### src/rtl/jtag_tap_ctrl_if.sv
// JTAG TAP pin and debug-side signal bundle.
// master: board pins / debug logic driving the TAP; slave: the TAP controller.
interface jtag_tap_ctrl_if #(
  parameter int unsigned IR_WIDTH = 4,
  parameter int unsigned DR_WIDTH = 32
);
  logic                tms;
  logic                tdi;
  logic                tdo;
  logic                tdo_en;
  logic [3:0]          state;
  logic [IR_WIDTH-1:0] ir;
  logic [DR_WIDTH-1:0] dr_capture_data;
  logic [DR_WIDTH-1:0] dr_update_data;
  logic                dr_update;
  logic                ir_update;

  modport master (
    output tms, tdi, dr_capture_data,
    input  tdo, tdo_en, state, ir, dr_update_data, dr_update, ir_update
  );

  modport slave (
    input  tms, tdi, dr_capture_data,
    output tdo, tdo_en, state, ir, dr_update_data, dr_update, ir_update
  );
endinterface

### src/rtl/jtag_tap_ctrl.sv
// IEEE 1149.1-style TAP controller with IR, IDCODE, BYPASS and USER data registers.
// Optional macro JTAG_TRST_EN adds a synchronous active-high trst input.
module jtag_tap_ctrl #(
  parameter int unsigned         IR_WIDTH  = 4,
  parameter int unsigned         DR_WIDTH  = 32,
  parameter logic [31:0]         IDCODE    = 32'h1234_5679,
  parameter logic [IR_WIDTH-1:0] IR_IDCODE = IR_WIDTH'(1),
  parameter logic [IR_WIDTH-1:0] IR_USER   = IR_WIDTH'(8)
) (
  input logic CLK,
  input logic RESET,
`ifdef JTAG_TRST_EN
  input logic trst,
`endif
  jtag_tap_ctrl_if.slave tap
);

  localparam int unsigned IDW = 32;

  typedef enum logic [3:0] {
    EX2_DR = 4'd0,  EX1_DR = 4'd1,  SH_DR  = 4'd2,  PAU_DR = 4'd3,
    SEL_IR = 4'd4,  UPD_DR = 4'd5,  CAP_DR = 4'd6,  SEL_DR = 4'd7,
    EX2_IR = 4'd8,  EX1_IR = 4'd9,  SH_IR  = 4'd10, PAU_IR = 4'd11,
    RTI    = 4'd12, UPD_IR = 4'd13, CAP_IR = 4'd14, TLR    = 4'd15
  } tap_state_e;

  tap_state_e          state_q;
  logic [IR_WIDTH-1:0] ir_q;
  logic [IR_WIDTH-1:0] ir_shift;
  logic [IDW-1:0]      idcode_shift;
  logic [DR_WIDTH-1:0] user_shift;
  logic                bypass_shift;
  logic [DR_WIDTH-1:0] dr_update_data_q;
  logic                dr_update_q;
  logic                ir_update_q;
  logic                sel_idcode;
  logic                sel_user;
  logic                trst_req;

`ifdef JTAG_TRST_EN
  assign trst_req = trst;
`else
  assign trst_req = 1'b0;
`endif

  // IDCODE wins if both opcodes are configured equal; everything else is BYPASS
  assign sel_idcode = (ir_q == IR_IDCODE);
  assign sel_user   = (ir_q == IR_USER) && !sel_idcode;

  function automatic tap_state_e next_state(input tap_state_e s, input logic tms);
    case (s)
      TLR:     return tms ? TLR    : RTI;
      RTI:     return tms ? SEL_DR : RTI;
      SEL_DR:  return tms ? SEL_IR : CAP_DR;
      CAP_DR:  return tms ? EX1_DR : SH_DR;
      SH_DR:   return tms ? EX1_DR : SH_DR;
      EX1_DR:  return tms ? UPD_DR : PAU_DR;
      PAU_DR:  return tms ? EX2_DR : PAU_DR;
      EX2_DR:  return tms ? UPD_DR : SH_DR;
      UPD_DR:  return tms ? SEL_DR : RTI;
      SEL_IR:  return tms ? TLR    : CAP_IR;
      CAP_IR:  return tms ? EX1_IR : SH_IR;
      SH_IR:   return tms ? EX1_IR : SH_IR;
      EX1_IR:  return tms ? UPD_IR : PAU_IR;
      PAU_IR:  return tms ? EX2_IR : PAU_IR;
      EX2_IR:  return tms ? UPD_IR : SH_IR;
      UPD_IR:  return tms ? SEL_DR : RTI;
      default: return TLR;
    endcase
  endfunction

  // State machine and register actions keyed on the state held before the edge
  always_ff @(posedge CLK) begin
    if (RESET) begin
      state_q          <= TLR;
      ir_q             <= IR_IDCODE;
      ir_shift         <= '0;
      idcode_shift     <= '0;
      user_shift       <= '0;
      bypass_shift     <= 1'b0;
      dr_update_data_q <= '0;
      dr_update_q      <= 1'b0;
      ir_update_q      <= 1'b0;
    end else begin
      dr_update_q <= 1'b0;
      ir_update_q <= 1'b0;
      if (trst_req) begin
        state_q     <= TLR;
        ir_q        <= IR_IDCODE;
        ir_update_q <= (ir_q != IR_IDCODE);
      end else begin
        state_q <= next_state(state_q, tap.tms);
        case (state_q)
          TLR: begin
            ir_q        <= IR_IDCODE;
            ir_update_q <= (ir_q != IR_IDCODE);
          end
          CAP_IR: ir_shift <= IR_WIDTH'(2'b01);
          SH_IR:  ir_shift <= (ir_shift >> 1) | (IR_WIDTH'(tap.tdi) << (IR_WIDTH - 1));
          UPD_IR: begin
            ir_q        <= ir_shift;
            ir_update_q <= 1'b1;
          end
          CAP_DR: begin
            if (sel_idcode)    idcode_shift <= IDCODE;
            else if (sel_user) user_shift   <= tap.dr_capture_data;
            else               bypass_shift <= 1'b0;
          end
          SH_DR: begin
            if (sel_idcode)    idcode_shift <= {tap.tdi, idcode_shift[IDW-1:1]};
            else if (sel_user) user_shift   <= (user_shift >> 1) |
                                               (DR_WIDTH'(tap.tdi) << (DR_WIDTH - 1));
            else               bypass_shift <= tap.tdi;
          end
          UPD_DR: begin
            if (sel_user) begin
              dr_update_data_q <= user_shift;
              dr_update_q      <= 1'b1;
            end
          end
          default: ;
        endcase
      end
    end
  end

  assign tap.tdo_en = (state_q == SH_DR) || (state_q == SH_IR);

  // Serial output: LSB of whichever shift register is active, quiet otherwise
  always_comb begin
    tap.tdo = 1'b0;
    if (state_q == SH_IR)      tap.tdo = ir_shift[0];
    else if (state_q == SH_DR) tap.tdo = sel_idcode ? idcode_shift[0] :
                                         sel_user   ? user_shift[0]   : bypass_shift;
  end

  assign tap.state          = state_q;
  assign tap.ir             = ir_q;
  assign tap.dr_update_data = dr_update_data_q;
  assign tap.dr_update      = dr_update_q;
  assign tap.ir_update      = ir_update_q;

endmodule

### src/flat_wrapper.sv
// flat-port wrapper written by rule: the top's interface ports become plain ports
module jtag_tap_ctrl_flat 
#(
  parameter int unsigned         IR_WIDTH  = 4,
  parameter int unsigned         DR_WIDTH  = 32,
  parameter logic [31:0]         IDCODE    = 32'h1234_5679,
  parameter logic [IR_WIDTH-1:0] IR_IDCODE = IR_WIDTH'(1),
  parameter logic [IR_WIDTH-1:0] IR_USER   = IR_WIDTH'(8)
)
  (CLK, RESET, tap_tms, tap_tdi, tap_dr_capture_data, tap_tdo, tap_tdo_en, tap_state, tap_ir, tap_dr_update_data, tap_dr_update, tap_ir_update);
  jtag_tap_ctrl_if #(.IR_WIDTH(IR_WIDTH), .DR_WIDTH(DR_WIDTH)) tap_i ();
  input logic CLK;
  input logic RESET;
  input wire logic [$bits(tap_i.tms)-1:0] tap_tms;
  input wire logic [$bits(tap_i.tdi)-1:0] tap_tdi;
  input wire logic [$bits(tap_i.dr_capture_data)-1:0] tap_dr_capture_data;
  output wire logic [$bits(tap_i.tdo)-1:0] tap_tdo;
  output wire logic [$bits(tap_i.tdo_en)-1:0] tap_tdo_en;
  output wire logic [$bits(tap_i.state)-1:0] tap_state;
  output wire logic [$bits(tap_i.ir)-1:0] tap_ir;
  output wire logic [$bits(tap_i.dr_update_data)-1:0] tap_dr_update_data;
  output wire logic [$bits(tap_i.dr_update)-1:0] tap_dr_update;
  output wire logic [$bits(tap_i.ir_update)-1:0] tap_ir_update;
  assign tap_i.tms = tap_tms;
  assign tap_i.tdi = tap_tdi;
  assign tap_i.dr_capture_data = tap_dr_capture_data;
  assign tap_tdo = tap_i.tdo;
  assign tap_tdo_en = tap_i.tdo_en;
  assign tap_state = tap_i.state;
  assign tap_ir = tap_i.ir;
  assign tap_dr_update_data = tap_i.dr_update_data;
  assign tap_dr_update = tap_i.dr_update;
  assign tap_ir_update = tap_i.ir_update;
  jtag_tap_ctrl #(.IR_WIDTH(IR_WIDTH), .DR_WIDTH(DR_WIDTH), .IDCODE(IDCODE), .IR_IDCODE(IR_IDCODE), .IR_USER(IR_USER)) u_core (.CLK(CLK), .RESET(RESET), .tap(tap_i));
endmodule
### config.mk
export PLATFORM = sky130hd
export DESIGN_NAME = jtag_tap_ctrl_flat
export DESIGN_NICKNAME = d
export VERILOG_FILES = /design/src/rtl/jtag_tap_ctrl_if.sv /design/src/rtl/jtag_tap_ctrl.sv /design/src/flat_wrapper.sv
export SDC_FILE = /design/constraint.sdc
export NUM_CORES = 1
export LEC_CHECK = 0
export ABC_AREA = 1
export ABC_CLOCK_PERIOD_IN_PS = 1650
export CAP_MARGIN = 20
export CELL_PAD_IN_SITES_DETAIL_PLACEMENT = 0
export CELL_PAD_IN_SITES_GLOBAL_PLACEMENT = 1
export CORE_MARGIN = 1.5
export CORE_UTILIZATION = 33
export DETAILED_ROUTE_END_ITERATION = 10
export GPL_ROUTABILITY_DRIVEN = 0
export HOLD_SLACK_MARGIN = 0.08
export PLACE_DENSITY_LB_ADDON = 0.1
export SYNTH_ARGS = -nofsm -noshare
export SYNTH_HDL_FRONTEND = slang
export SYNTH_SLANG_ARGS = --single-unit
### constraint.sdc
create_clock -name CLK -period 1.65 [get_ports CLK]
set_input_delay 0.495 -clock CLK [delete_from_list [all_inputs] [get_ports CLK]]
set_output_delay 0.495 -clock CLK [all_outputs]
set_load 0.01 [all_outputs]
======== Yosys cells after proc, flatten, opt, wreduce, memory -nomap -nowiden ========
Cells that the tools add are included.
word-level totals
  flip-flop bits (word level) ............. 111
  bits in latches ......................... 0
  memory bits (writable) .................. 0
  bits in read-only memories .............. 0
  input port bits ......................... 36
  output and inout port bits .............. 44
  word-level logic and storage cells ...... 87
  memories ................................ 0
operators by class
  $add $sub $neg .......................... 0
  multipliers ............................. 0
  div/mod/pow operators ................... 0
  $lt $le $gt $ge ......................... 0
  equality and inequality tests ........... 26
  shift operators ......................... 0
  mux-type cells .......................... 34
  bitwise gates (word level) .............. 3
  reductions and logical operators ........ 15
operators by type and width
  kind                number
  $mux 32             6
  $pmux 32 s2         2
  $pmux 4 s12         1
  $eq 4x4->1 const B  9
  $or 31x32->32       1
  $eq 4x3->1 const B  4
  $pmux 4 s2          2
  $mux 2              6
  $mux 3              4
  $mux 1              10
  $reduce_and 5->1    2
  $eq 4x1->1 const B  2
  $eq 4x2->1 const B  2
  $ne 2x1->1 const B  4
  $ne 2x2->1 const B  4
  $reduce_bool 2->1   3
  $reduce_or 2->1     3
  $logic_not 4->1     1
  $mux 4              1
  $ne 4x1->1 const B  1
  $or 3x4->4          1
  $pmux 1 s2          2
  $reduce_and 3->1    1
  $reduce_or 3->1     1
  5 further kinds     5

======== Logic depth before layout (Yosys ltp) ========
Gate-level depths: netlist (run 1).
  depth in word-level cells ............... 7
  depth in mapped cells ................... 9
  gate-level depth less buffers ........... 7

======== Worst setup path before layout (run 1) ========
Ideal clock, no wire load.
  path type ............................... reg2out
  start point ............................. reg u_core.ir_q[1], in the netlist u_core.tap.ir[1]
  end point ............................... out tap_tdo
  data arrival time ....................... 1.237 ns
  data required time ...................... 1.155 ns
  setup slack ............................. -0.082 ns
  cell stages (with the launch flop) ...... 7
  buffers on the path ..................... 1
  path through ............................ dfxtp_1 -> nor2_1 -> inv_2 -> nor2_2 -> clkbuf_1 -> nand3_1 -> nand3_1
on the way
  longest elaborated chain between the ends .. 7
  elaborated cells between the ends (all ways) .. 8
  those cells by class .................... eq/ne (2); mux (4); reduce/logical (2)
ends and longest elaborated chain
  element                   line                  text
  start: declaration        jtag_tap_ctrl.sv:28   logic [IR_WIDTH-1:0] ir_q;
  start signal: assignment  jtag_tap_ctrl.sv:101  ir_q <= ir_shift;
  $eq 4x1->1                jtag_tap_ctrl.sv:47   assign sel_idcode = (ir_q == IR_IDCODE);
  $logic_not 1->1           jtag_tap_ctrl.sv:48   assign sel_user = (ir_q == IR_USER) && !sel_idcode;
  $logic_and 1x1->1         jtag_tap_ctrl.sv:48
  $mux 1                    jtag_tap_ctrl.sv:134  sel_user ? user_shift[0] : bypass_shift;
  $mux 1 (*) (2 in series)  jtag_tap_ctrl.sv:133  else if (state_q == SH_DR) tap.tdo = sel_idcode ? idcode_shift[0] :
  $mux 1 (*)                jtag_tap_ctrl.sv:132  if (state_q == SH_IR) tap.tdo = ir_shift[0];
  end: declaration          flat_wrapper.sv:17    output wire logic [$bits(tap_i.tdo)-1:0] tap_tdo;
Mark *: on every way between the ends. The rest lies on a longest branch, timed or not.

======== Final worst setup path (run 1) ========
  start point ............................. reg u_core.state_q[2], in the netlist u_core.tap.state[2]
  end point ............................... out tap_tdo
on the way
  longest elaborated chain between the ends .. 3
  elaborated cells between the ends (all ways) .. 4
  those cells by class .................... eq/ne (2); mux (2)
ends and longest elaborated chain
  element                   line                  text
  start: declaration        jtag_tap_ctrl.sv:27   tap_state_e state_q;
  start signal: assignment  jtag_tap_ctrl.sv:92   state_q <= next_state(state_q, tap.tms);
  $eq 4x2->1                jtag_tap_ctrl.sv:133
  $mux 1                    jtag_tap_ctrl.sv:133
  $mux 1 (*)                jtag_tap_ctrl.sv:132
Marked as above.

==> flow_metrics.env, run 1 <==
export IMPL_status="finished, violations left"
export IMPL_violations="setup timing"
export IMPL_synthMuxAreaShare_pct=0
export IMPL_max_freq_mhz=548.0
export IMPL_setup_violations=2
export IMPL_cts_made_buffers=9
export IMPL_critPathArrivalTime_ns=1.33
export IMPL_antenna_found_initial=0
export IMPL_swShare_pct=28.98
export IMPL_finalMaxSlewViolations=0
export IMPL_syn_num_nets=712
export IMPL_power_density_nw_per_um2=1101
export IMPL_die_width_um=121.0
export IMPL_num_fill_cells=1426
export IMPL_syn_area_um2=4596
export IMPL_synth_seq_cells=111
export IMPL_worstSkewPairLatency_ns=0.35
export IMPL_grt_busiest_layer="met2"
export IMPL_hp_class="flop to flop"
export IMPL_path_cells="nor2_4 -> nand2_2 -> nor2_2 -> nand3_2 -> nand3_2 -> buf_6"
export IMPL_cts_root_buffer="clkbuf_16"
export IMPL_critPathKind="flop to output port"
export IMPL_post_route_min_period_ns=1.825
export IMPL_ys_warnings_count=0
export IMPL_worstSetupEndpointType="output port"
export IMPL_core_um2=13400
export IMPL_first_iter_violations=222
export IMPL_final_nets=809
export IMPL_rrSetupSlack_ns=0.11
export IMPL_cp_top_family="simple AND/OR/NAND/NOR gates"
export IMPL_ys_seq_area_share_pct=48.35
export IMPL_diodes=0
export IMPL_clock_sinks=111
export IMPL_peakVddDrop_mv=0.5218
export IMPL_fin_total_pwr_w=0.006872
export IMPL_cts_tree="yes"
export IMPL_grt_max_degree=65
export IMPL_required_ns=1.15
export IMPL_worstPathMaxFanout=4
export IMPL_stdcell_area_um2=6241
export IMPL_rows=42
export IMPL_io_pins=80
export IMPL_crit_buf_inv=1
export IMPL_die_h_um=121.0
export IMPL_pwr_share_comb_pct=22.2
export IMPL_htreeDepth=3
export IMPL_path_clk_slew_ns=0.07
export IMPL_period_share_pct=110.6
export IMPL_synth_distinct_cells=20
export IMPL_layout_common_cells="nor2_1 (172), nand2_1 (144), dfxtp_1 (104)"
export IMPL_clock_path_buffers=2
export IMPL_drv_cap=0
export IMPL_netlist_instances=676
export IMPL_critPathMaxStageDelay_ns=0.37
export IMPL_ant_nets=0
export IMPL_synth_compound_area_share_pct=12.36
export IMPL_port_buffers=79
export IMPL_gr_total_overflow=0
export IMPL_synth_top_family_by_area="simple AND/OR/NAND/NOR gates"
export IMPL_p_clk_share_pct=35.1
export IMPL_drive_above_1_share_pct=12.98
export IMPL_hold_viol_final=0
export IMPL_grtUsageTotal_pct=16.41
export IMPL_start_util_pct=34.30
export IMPL_skew_ns=0.004396
export IMPL_cp_common_cell="nand3_2"
export IMPL_grt_setup_unrepaired="true"
export IMPL_hold_ws_ns=0.4631
export IMPL_wl_um=11780
export IMPL_gr_usage_met3_pct=3.008
export IMPL_drc=0
export IMPL_worstMarginPinSlew_ns=0.4763
export IMPL_internal_power_w=0.004880
export IMPL_final_common_cell="nor2_1"
export IMPL_die_area_um2=14640
export IMPL_synth_xor_area_share_pct=0
export IMPL_synth_adder_area_share_pct=0
export IMPL_grt_pass1_vias=4091
export IMPL_synth_area_per_cell_um2=6.798
export IMPL_via_per_inst=4.551
export IMPL_pwr_share_seq_pct=42.8
export IMPL_max_slew_margin_pct=68.25
export IMPL_grt_first_pass_wirelength_um=19210
export IMPL_place_ws_ns=-0.2758
export IMPL_setup_slack_ns=-0.1749
export IMPL_dp_hpwl_um=7719
export IMPL_vias=4342
export IMPL_cp_slowest_cell="dfxtp_4"
export IMPL_first_pass_iters=4
export IMPL_gr_usage_met2_pct=27.98
export IMPL_place_area_um2=5767
export IMPL_crit_path_start_kind="flop"
export IMPL_switching_power_w=0.001991
export IMPL_power_leakage_nw=2.889
export IMPL_area_growth_pct=35.80
export IMPL_synth_simple_gate_area_share_pct=31.34
export IMPL_utilization_pct=46.57
export IMPL_use_met1_pct=20.67
export IMPL_wl_per_cell_um=12.34
-- per-layer routing --
metal | up-vias | wire, um
met2 | 58 | 5642
met4 | 0 | 238
li1 | 2301 | -
met1 | 1962 | 5545
met5 | - | 0
met3 | 21 | 349
-- power groups by stage --
| stage | sequential, W | clock [W] | combinational [W] |
|---|---|---|---|
| global placement | 0.00296 | 0 | 0.00135 |
| CTS | 0.00292 | 0.00248 | 0.00136 |
| floorplan | 0.00302 | 0 | 0.000650 |
| global route | 0.00296 | 0.00257 | 0.00169 |
| finish | 0.00294 | 0.00241 | 0.00152 |
| detailed placement | 0.00297 | 0 | 0.00135 |
-- layout make-up --
type | count | area (um^2) | area share [%]
Sequential cell | 111 | 2233 | 35.79
Multi-Input combinational cell | 479 | 2103 | 33.70
Timing Repair Buffer | 123 | 1164 | 18.64
Clock buffer | 10 | 239.0 | 3.829
Tap cell | 176 | 220.2 | 3.528
Inverter | 49 | 188.9 | 3.027
Clock inverter | 6 | 92.59 | 1.484
-- state kept, by name, summed over array words and instances, names as in the netlist --
name / cells
u_core.idcode_shift: 32
u_core.tap.dr_update_data: 32
u_core.user_shift: 32
u_core.ir_shift: 4
u_core.tap.ir: 4
u_core.tap.state: 4
u_core.bypass_shift: 1
u_core.tap.dr_update: 1
u_core.tap.ir_update: 1
-- timing repair --
action                                  4_1_cts  5_1_grt
cloned                                        0        1
hold buffers                                  0        0
gates resized for setup                      64       38
pin swaps                                     4        6
setup buffers                                 4        2
endpoints found under the setup margin       45       78
-- synthesized netlist by cell type --
cell | number | area [um^2]
nor2_1 | 178 | 668.1
o21a_1 | 1 | 7.510
o21ai_1 | 33 | 165.2
nand3b_1 | 1 | 7.510
dfxtp_1 | 111 | 2222
nand3_1 | 28 | 140.1
inv_2 | 6 | 22.52
buf_2 | 19 | 95.09
inv_1 | 43 | 161.4
nand2_2 | 3 | 18.77
o211ai_1 | 2 | 15.01
nand2_1 | 150 | 563.0
o21ai_0 | 52 | 260.3
clkbuf_1 | 15 | 56.30
nor2_2 | 5 | 31.28
buf_4 | 1 | 7.510
nand4_1 | 1 | 6.260
buf_6 | 2 | 22.52
a21oi_1 | 24 | 120.1
nor3_1 | 1 | 5.000
-- worst reg2reg max path, delay by kind of cell (launching register included) --
family | cells | cell delay (ns)
AND/OR/NAND/NOR | 4 | 0.60
buffers and inverters | 3 | 0.51
flip-flops | 1 | 0.34
-- path summary, 6_finish.rpt --
kind / startpoint / end / cells after the start
setup / recovery: u_core.tap.state[2]$_SDFF_PP1_ / tap_tdo / 6
hold / removal: u_core.idcode_shift[30]$_SDFFE_PP0P_ / u_core.idcode_shift[30]$_SDFFE_PP0P_ / 2
setup reg to reg: u_core.tap.state[3]$_SDFF_PP1_ / u_core.user_shift[28]$_SDFFE_PP0P_ / 7
hold reg to reg: u_core.idcode_shift[30]$_SDFFE_PP0P_ / u_core.idcode_shift[30]$_SDFFE_PP0P_ / 2
-- stage by stage --
| step | cells | TNS [ns] |
|---|---|---|
| 2_1_floorplan | 676 | 0 |
| 3_3_place_gp | 931 | -0.4757 |
| 3_5_place_dp | 931 | -0.5933 |
| 4_1_cts | 951 | -0.2314 |
| 5_1_grt | 954 | -0.3656 |
| 6_report | 954 | -0.1895 |
-- cells by family (layout without fill, tap and decap cells) --
| group | Yosys count | in the layout |
|---|---|---|
| simple gates | 367 | 367 |
| compound gates | 112 | 112 |
| flops | 111 | 111 |
| buf+inv | 86 | 188 |
Power figures use the tool's default switching activity.
==> inputs of run 2 (changes only) <==
--- a/config.mk
+++ b/config.mk
@@ -6,16 +6,16 @@
 export NUM_CORES = 1
 export LEC_CHECK = 0
 export ABC_AREA = 1
-export ABC_CLOCK_PERIOD_IN_PS = 1650
 export CAP_MARGIN = 20
 export CELL_PAD_IN_SITES_DETAIL_PLACEMENT = 0
 export CELL_PAD_IN_SITES_GLOBAL_PLACEMENT = 1
-export CORE_MARGIN = 1.5
+export CORE_MARGIN = 3
 export CORE_UTILIZATION = 33
 export DETAILED_ROUTE_END_ITERATION = 10
 export GPL_ROUTABILITY_DRIVEN = 0
 export HOLD_SLACK_MARGIN = 0.08
 export PLACE_DENSITY_LB_ADDON = 0.1
+export SLEW_MARGIN = 20
 export SYNTH_ARGS = -nofsm -noshare
 export SYNTH_HDL_FRONTEND = slang
 export SYNTH_SLANG_ARGS = --single-unit
==> flow_metrics.env, run 2 (synthesis gave the netlist of run 1 again) <==
export IMPL_worstMarginPinSlew_ns=0.6948
export IMPL_path_clk_slew_ns=0.07
export IMPL_drc=0
export IMPL_num_fill_cells=1445
export IMPL_setup_tns_ns=-0.1960
export IMPL_worstSetupEndpointType="output port"
export IMPL_cts_hold_fix_buffers=0
export IMPL_area_growth_pct=33.49
export IMPL_fin_total_pwr_w=0.006604
export IMPL_max_freq_mhz=541.7
export IMPL_required_ns=1.15
export IMPL_grtUsageTotal_pct=15.50
export IMPL_die_area_um2=15380
export IMPL_worstHoldPathCells=2
export IMPL_grt_pass1_vias=4076
export IMPL_worstPathMaxFanout=4
export IMPL_hp_class="flop to flop"
export IMPL_first_iter_violations=238
export IMPL_max_slew_margin_pct=53.68
export IMPL_critPathKind="flop to output port"
export IMPL_clock_path_buffers=2
export IMPL_r2r_cells=8
export IMPL_vias=4319
export IMPL_clock_sinks=111
export IMPL_gr_total_overflow=0
export IMPL_wl_per_cell_um=12.47
export IMPL_cts_root_buffer="clkbuf_16"
export IMPL_die_width_um=124.0
export IMPL_htreeDepth=3
export IMPL_power_leakage_nw=2.825
export IMPL_wl_um=11840
export IMPL_drive_above_1_share_pct=11.64
export IMPL_utilization_pct=45.60
export IMPL_rows=42
export IMPL_final_nets=804
export IMPL_post_route_min_period_ns=1.846
export IMPL_setup_slack_ns=-0.1960
export IMPL_period_share_pct=111.9
export IMPL_status="finished, violations left"
export IMPL_violations="setup timing"
export IMPL_antenna_found_initial=0
export IMPL_io_pins=80
export IMPL_final_common_cell="nor2_1"
export IMPL_start_util_pct=34.16
export IMPL_grt_max_degree=66
export IMPL_die_h_um=124.0
export IMPL_critPathArrivalTime_ns=1.35
export IMPL_cts_made_buffers=9
export IMPL_worstSkewPairLatency_ns=0.34
export IMPL_setup_violations=1
export IMPL_finalMaxSlewViolations=0
export IMPL_first_pass_iters=4
export IMPL_dp_hpwl_um=7715
export IMPL_diodes=0
export IMPL_hold_ws_ns=0.4613
export IMPL_cts_tree="yes"
export IMPL_peakVddDrop_mv=0.5014
export IMPL_skew_ns=0.002623
export IMPL_grt_first_pass_wirelength_um=19020
export IMPL_power_density_nw_per_um2=1077
export IMPL_via_per_inst=4.551
export IMPL_port_buffers=79
export IMPL_crit_path_start_kind="flop"
export IMPL_hold_viol_final=0
export IMPL_ant_nets=0
export IMPL_dp_cells=928
export IMPL_core_um2=13450
export IMPL_fin_cells=949
export IMPL_layout_common_cells="nor2_1 (173), nand2_1 (146), dfxtp_1 (104)"
export IMPL_drv_cap=0
export IMPL_grt_setup_unrepaired="true"
==> run 2: power by group <==
part	internal, W	switching [W]	leakage (nW)	total (W)
clock network	0.00127	0.000980	0.153	0.00225
logic	0.000611	0.000806	1.78	0.00142
registers	0.00284	0.000103	0.897	0.00294
==> run 2: critical path, stage by stage (launching register included) <==
cell and delay (ns):
dfxtp_2 0.34, nor2_4 0.13, inv_2 0.07, nor2_4 0.11, nor2_1 0.05, nand3_1 0.07
nand3_1 0.08, buf_2 0.15
==> run 2: through the flow <==
| step | instance area, um^2 | setup slack, ns |
|---|---|---|
| 2_1_floorplan | 4599 | 0.02323 |
| 3_3_place_gp | 5744 | -0.2781 |
| 3_5_place_dp | 5744 | -0.3125 |
| 4_1_cts | 6058 | -0.2063 |
| 5_1_grt | 6135 | -0.2882 |
| 6_report | 6135 | -0.1960 |
==> run 2: worst paths after layout <==
| check | start | end | slack [ns] |
|---|---|---|---|
| worst max-delay path | u_core.tap.ir[2]$_SDFFE_PP0P_ | tap_tdo | -0.20 |
| worst max register to register | u_core.tap.state[1]$_SDFF_PP1_ | u_core.user_shift[5]$_SDFFE_PP0P_ | 0.08 |
| worst min register to register | u_core.idcode_shift[1]$_SDFFE_PP0P_ | u_core.idcode_shift[1]$_SDFFE_PP0P_ | 0.46 |
| worst min-delay path | u_core.idcode_shift[1]$_SDFFE_PP0P_ | u_core.idcode_shift[1]$_SDFFE_PP0P_ | 0.46 |
==> run 2: cell type report <==
class | count | area [um^2] | area share (%)
tap | 176 | 220.2 | 3.590
multi-input combinational | 479 | 2059 | 33.57
clock buffer | 12 | 256.5 | 4.181
inverter | 49 | 188.9 | 3.080
timing repair buffer | 118 | 1124 | 18.32
sequential | 111 | 2233 | 36.41
clock inverter | 4 | 52.55 | 0.8566
==> run 2: layer usage <==
metal | GRT usage (%) | vias up | wire length [um]
met4 | 5.476 | 0 | 180
met3 | 2.634 | 14 | 476
met5 | 0 | - | 0
met2 | 26.63 | 73 | 5668
li1 | - | 2292 | -
met1 | 19.59 | 1940 | 5511
==> run 2: timing repair <==
action / in CTS / in global routing
gates cloned: 0 / 1
setup buffers: 3 / 1
endpoints found under the setup margin: 58 / 63
pin swaps: 2 / 1
resized for setup: 72 / 21
==> inputs of run 3 (changes only) <==
--- a/config.mk
+++ b/config.mk
@@ -9,6 +9,7 @@
 export CAP_MARGIN = 20
 export CELL_PAD_IN_SITES_DETAIL_PLACEMENT = 0
 export CELL_PAD_IN_SITES_GLOBAL_PLACEMENT = 1
+export CORE_ASPECT_RATIO = 1.1
 export CORE_MARGIN = 3
 export CORE_UTILIZATION = 33
 export DETAILED_ROUTE_END_ITERATION = 10
==> flow_metrics.env, run 3 (synthesis gave the netlist of run 1 again) <==
export IMPL_final_common_cell="nor2_1"
export IMPL_status="finished, violations left"
export IMPL_skew_ns=0.004594
export IMPL_cts_tree="yes"
export IMPL_max_slew_margin_pct=67.39
export IMPL_start_util_pct=34.21
export IMPL_hold_viol_final=0
export IMPL_worstPathMaxFanout=3
export IMPL_crit_buf_inv=3
export IMPL_drv_cap=0
export IMPL_path_cells="buf_4 -> inv_1 -> nand2_1 -> nor2_2 -> nand2_1 -> nand3_2 -> buf_6"
export IMPL_power_leakage_nw=2.817
export IMPL_ant_nets=0
export IMPL_fin_total_pwr_w=0.006520
export IMPL_cp_depth=7
export IMPL_first_pass_iters=4
export IMPL_drive_above_1_share_pct=11.23
export IMPL_grtUsageTotal_pct=15.43
export IMPL_grt_first_pass_wirelength_um=19510
export IMPL_core_um2=13430
export IMPL_io_pins=80
export IMPL_period_share_pct=112.1
export IMPL_diodes=0
export IMPL_fin_cells=959
export IMPL_violations="setup timing"
export IMPL_critPathArrivalTime_ns=1.35
export IMPL_r2r_cells=9
export IMPL_via_per_inst=4.553
export IMPL_rows=44
export IMPL_required_ns=1.15
export IMPL_cts_root_buffer="clkbuf_16"
export IMPL_vias=4366
export IMPL_power_density_nw_per_um2=1069
export IMPL_cp_slowest_cell="dfxtp_2"
export IMPL_die_width_um=118.5
export IMPL_wl_um=11730
export IMPL_worstHoldPathCells=2
export IMPL_grt_pass1_vias=4078
export IMPL_first_iter_violations=190
export IMPL_cp_common_cell="nand2_1"
export IMPL_wl_per_cell_um=12.23
export IMPL_worstSkewPairLatency_ns=0.35
export IMPL_dp_hpwl_um=7586
export IMPL_hp_class="flop to flop"
export IMPL_final_nets=807
export IMPL_die_area_um2=15380
export IMPL_antenna_found_initial=0
export IMPL_cts_made_buffers=9
export IMPL_gr_total_overflow=0
export IMPL_die_h_um=129.8
export IMPL_post_route_min_period_ns=1.850
export IMPL_drc=0
export IMPL_clock_sinks=111
export IMPL_layout_common_cells="nor2_1 (173), nand2_1 (148), dfxtp_1 (106)"
export IMPL_cts_hold_fix_buffers=0
export IMPL_setup_slack_ns=-0.1997
export IMPL_clock_path_buffers=2
export IMPL_grt_setup_unrepaired="true"
export IMPL_crit_path_start_kind="flop"
export IMPL_critPathMaxStageDelay_ns=0.33
export IMPL_area_growth_pct=32.75
export IMPL_port_buffers=79
export IMPL_critPathKind="flop to output port"
export IMPL_cp_top_family="simple AND/OR/NAND/NOR gates"
export IMPL_finalMaxSlewViolations=0
export IMPL_worstMarginPinSlew_ns=0.4892
export IMPL_num_fill_cells=1416
export IMPL_peakVddDrop_mv=0.4556
export IMPL_path_clk_slew_ns=0.07
export IMPL_htreeDepth=3
export IMPL_max_freq_mhz=540.6
export IMPL_worstSetupEndpointType="output port"
export IMPL_dp_cells=938
export IMPL_setup_violations=1
export IMPL_grt_max_degree=66
[run 3: per-stage QoR]
stage	setup WS, ns	setup TNS, ns	hold slack (ns)	instance area (um^2)	util (%)
3_3_place_gp	-0.2572	-1.358	0.4492	5744	42.76
4_1_cts	-0.2197	-0.2197	0.4650	5977	44.50
2_1_floorplan	0.02323	0	0.4403	4599	-
5_1_grt	-0.2717	-0.2928	0.4850	6101	45.42
3_5_place_dp	-0.2685	-1.677	0.4543	5744	42.76
6_report	-0.1997	-0.1997	0.4595	6101	45.42
[run 3: repair_timing]
| item | 4_1_cts | 5_1_grt |
|---|---|---|
| gates resized for setup | 57 | 38 |
| setup endpoints to repair | 44 | 80 |
| pin swaps | 0 | 3 |
| setup buffers | 0 | 6 |
[run 3: power by group]
part	internal, W	total, W	switching [W]
registers	0.00283	0.00293	0.0000940
logic	0.000655	0.00148	0.000824
clock network	0.00117	0.00211	0.000946
[run 3: worst reg2reg max path, delay by kind of cell (launching register included)]
| family | cells | cell delay (ns) |
|---|---|---|
| flops | 1 | 0.32 |
| compound gates | 1 | 0.17 |
| buf+inv | 4 | 0.53 |
| simple gates | 4 | 0.38 |
[run 3: cell type report]
class | count | area [um^2] | area share (%)
tap | 184 | 230.2 | 3.774
timing repair buffer | 121 | 1110 | 18.19
clock buffer | 11 | 232.7 | 3.815
multi-input combinational | 479 | 2066 | 33.86
sequential | 111 | 2231 | 36.57
clock inverter | 4 | 47.55 | 0.7793
inverter | 49 | 183.9 | 3.015
[run 3: path summary, 6_finish.rpt]
| check | from | to | slack, ns |
|---|---|---|---|
| setup / recovery | u_core.tap.state[2]$_SDFF_PP1_ | tap_tdo | -0.20 |
| hold / removal | u_core.idcode_shift[24]$_SDFFE_PP0P_ | u_core.idcode_shift[24]$_SDFFE_PP0P_ | 0.46 |
| setup reg to reg | u_core.tap.state[3]$_SDFF_PP1_ | u_core.tap.dr_update_data[5]$_SDFFE_PP0P_ | 0.16 |
| hold reg to reg | u_core.idcode_shift[24]$_SDFFE_PP0P_ | u_core.idcode_shift[24]$_SDFFE_PP0P_ | 0.46 |
[run 3: metal layers]
layer | vias to the layer above | track usage [%] | wire [um]
met4 | 0 | 6.203 | 198
met2 | 71 | 25.90 | 5701
met5 | - | 0 | 0
met3 | 14 | 2.557 | 385
met1 | 1982 | 20.02 | 5443
li1 | 2299 | - | -
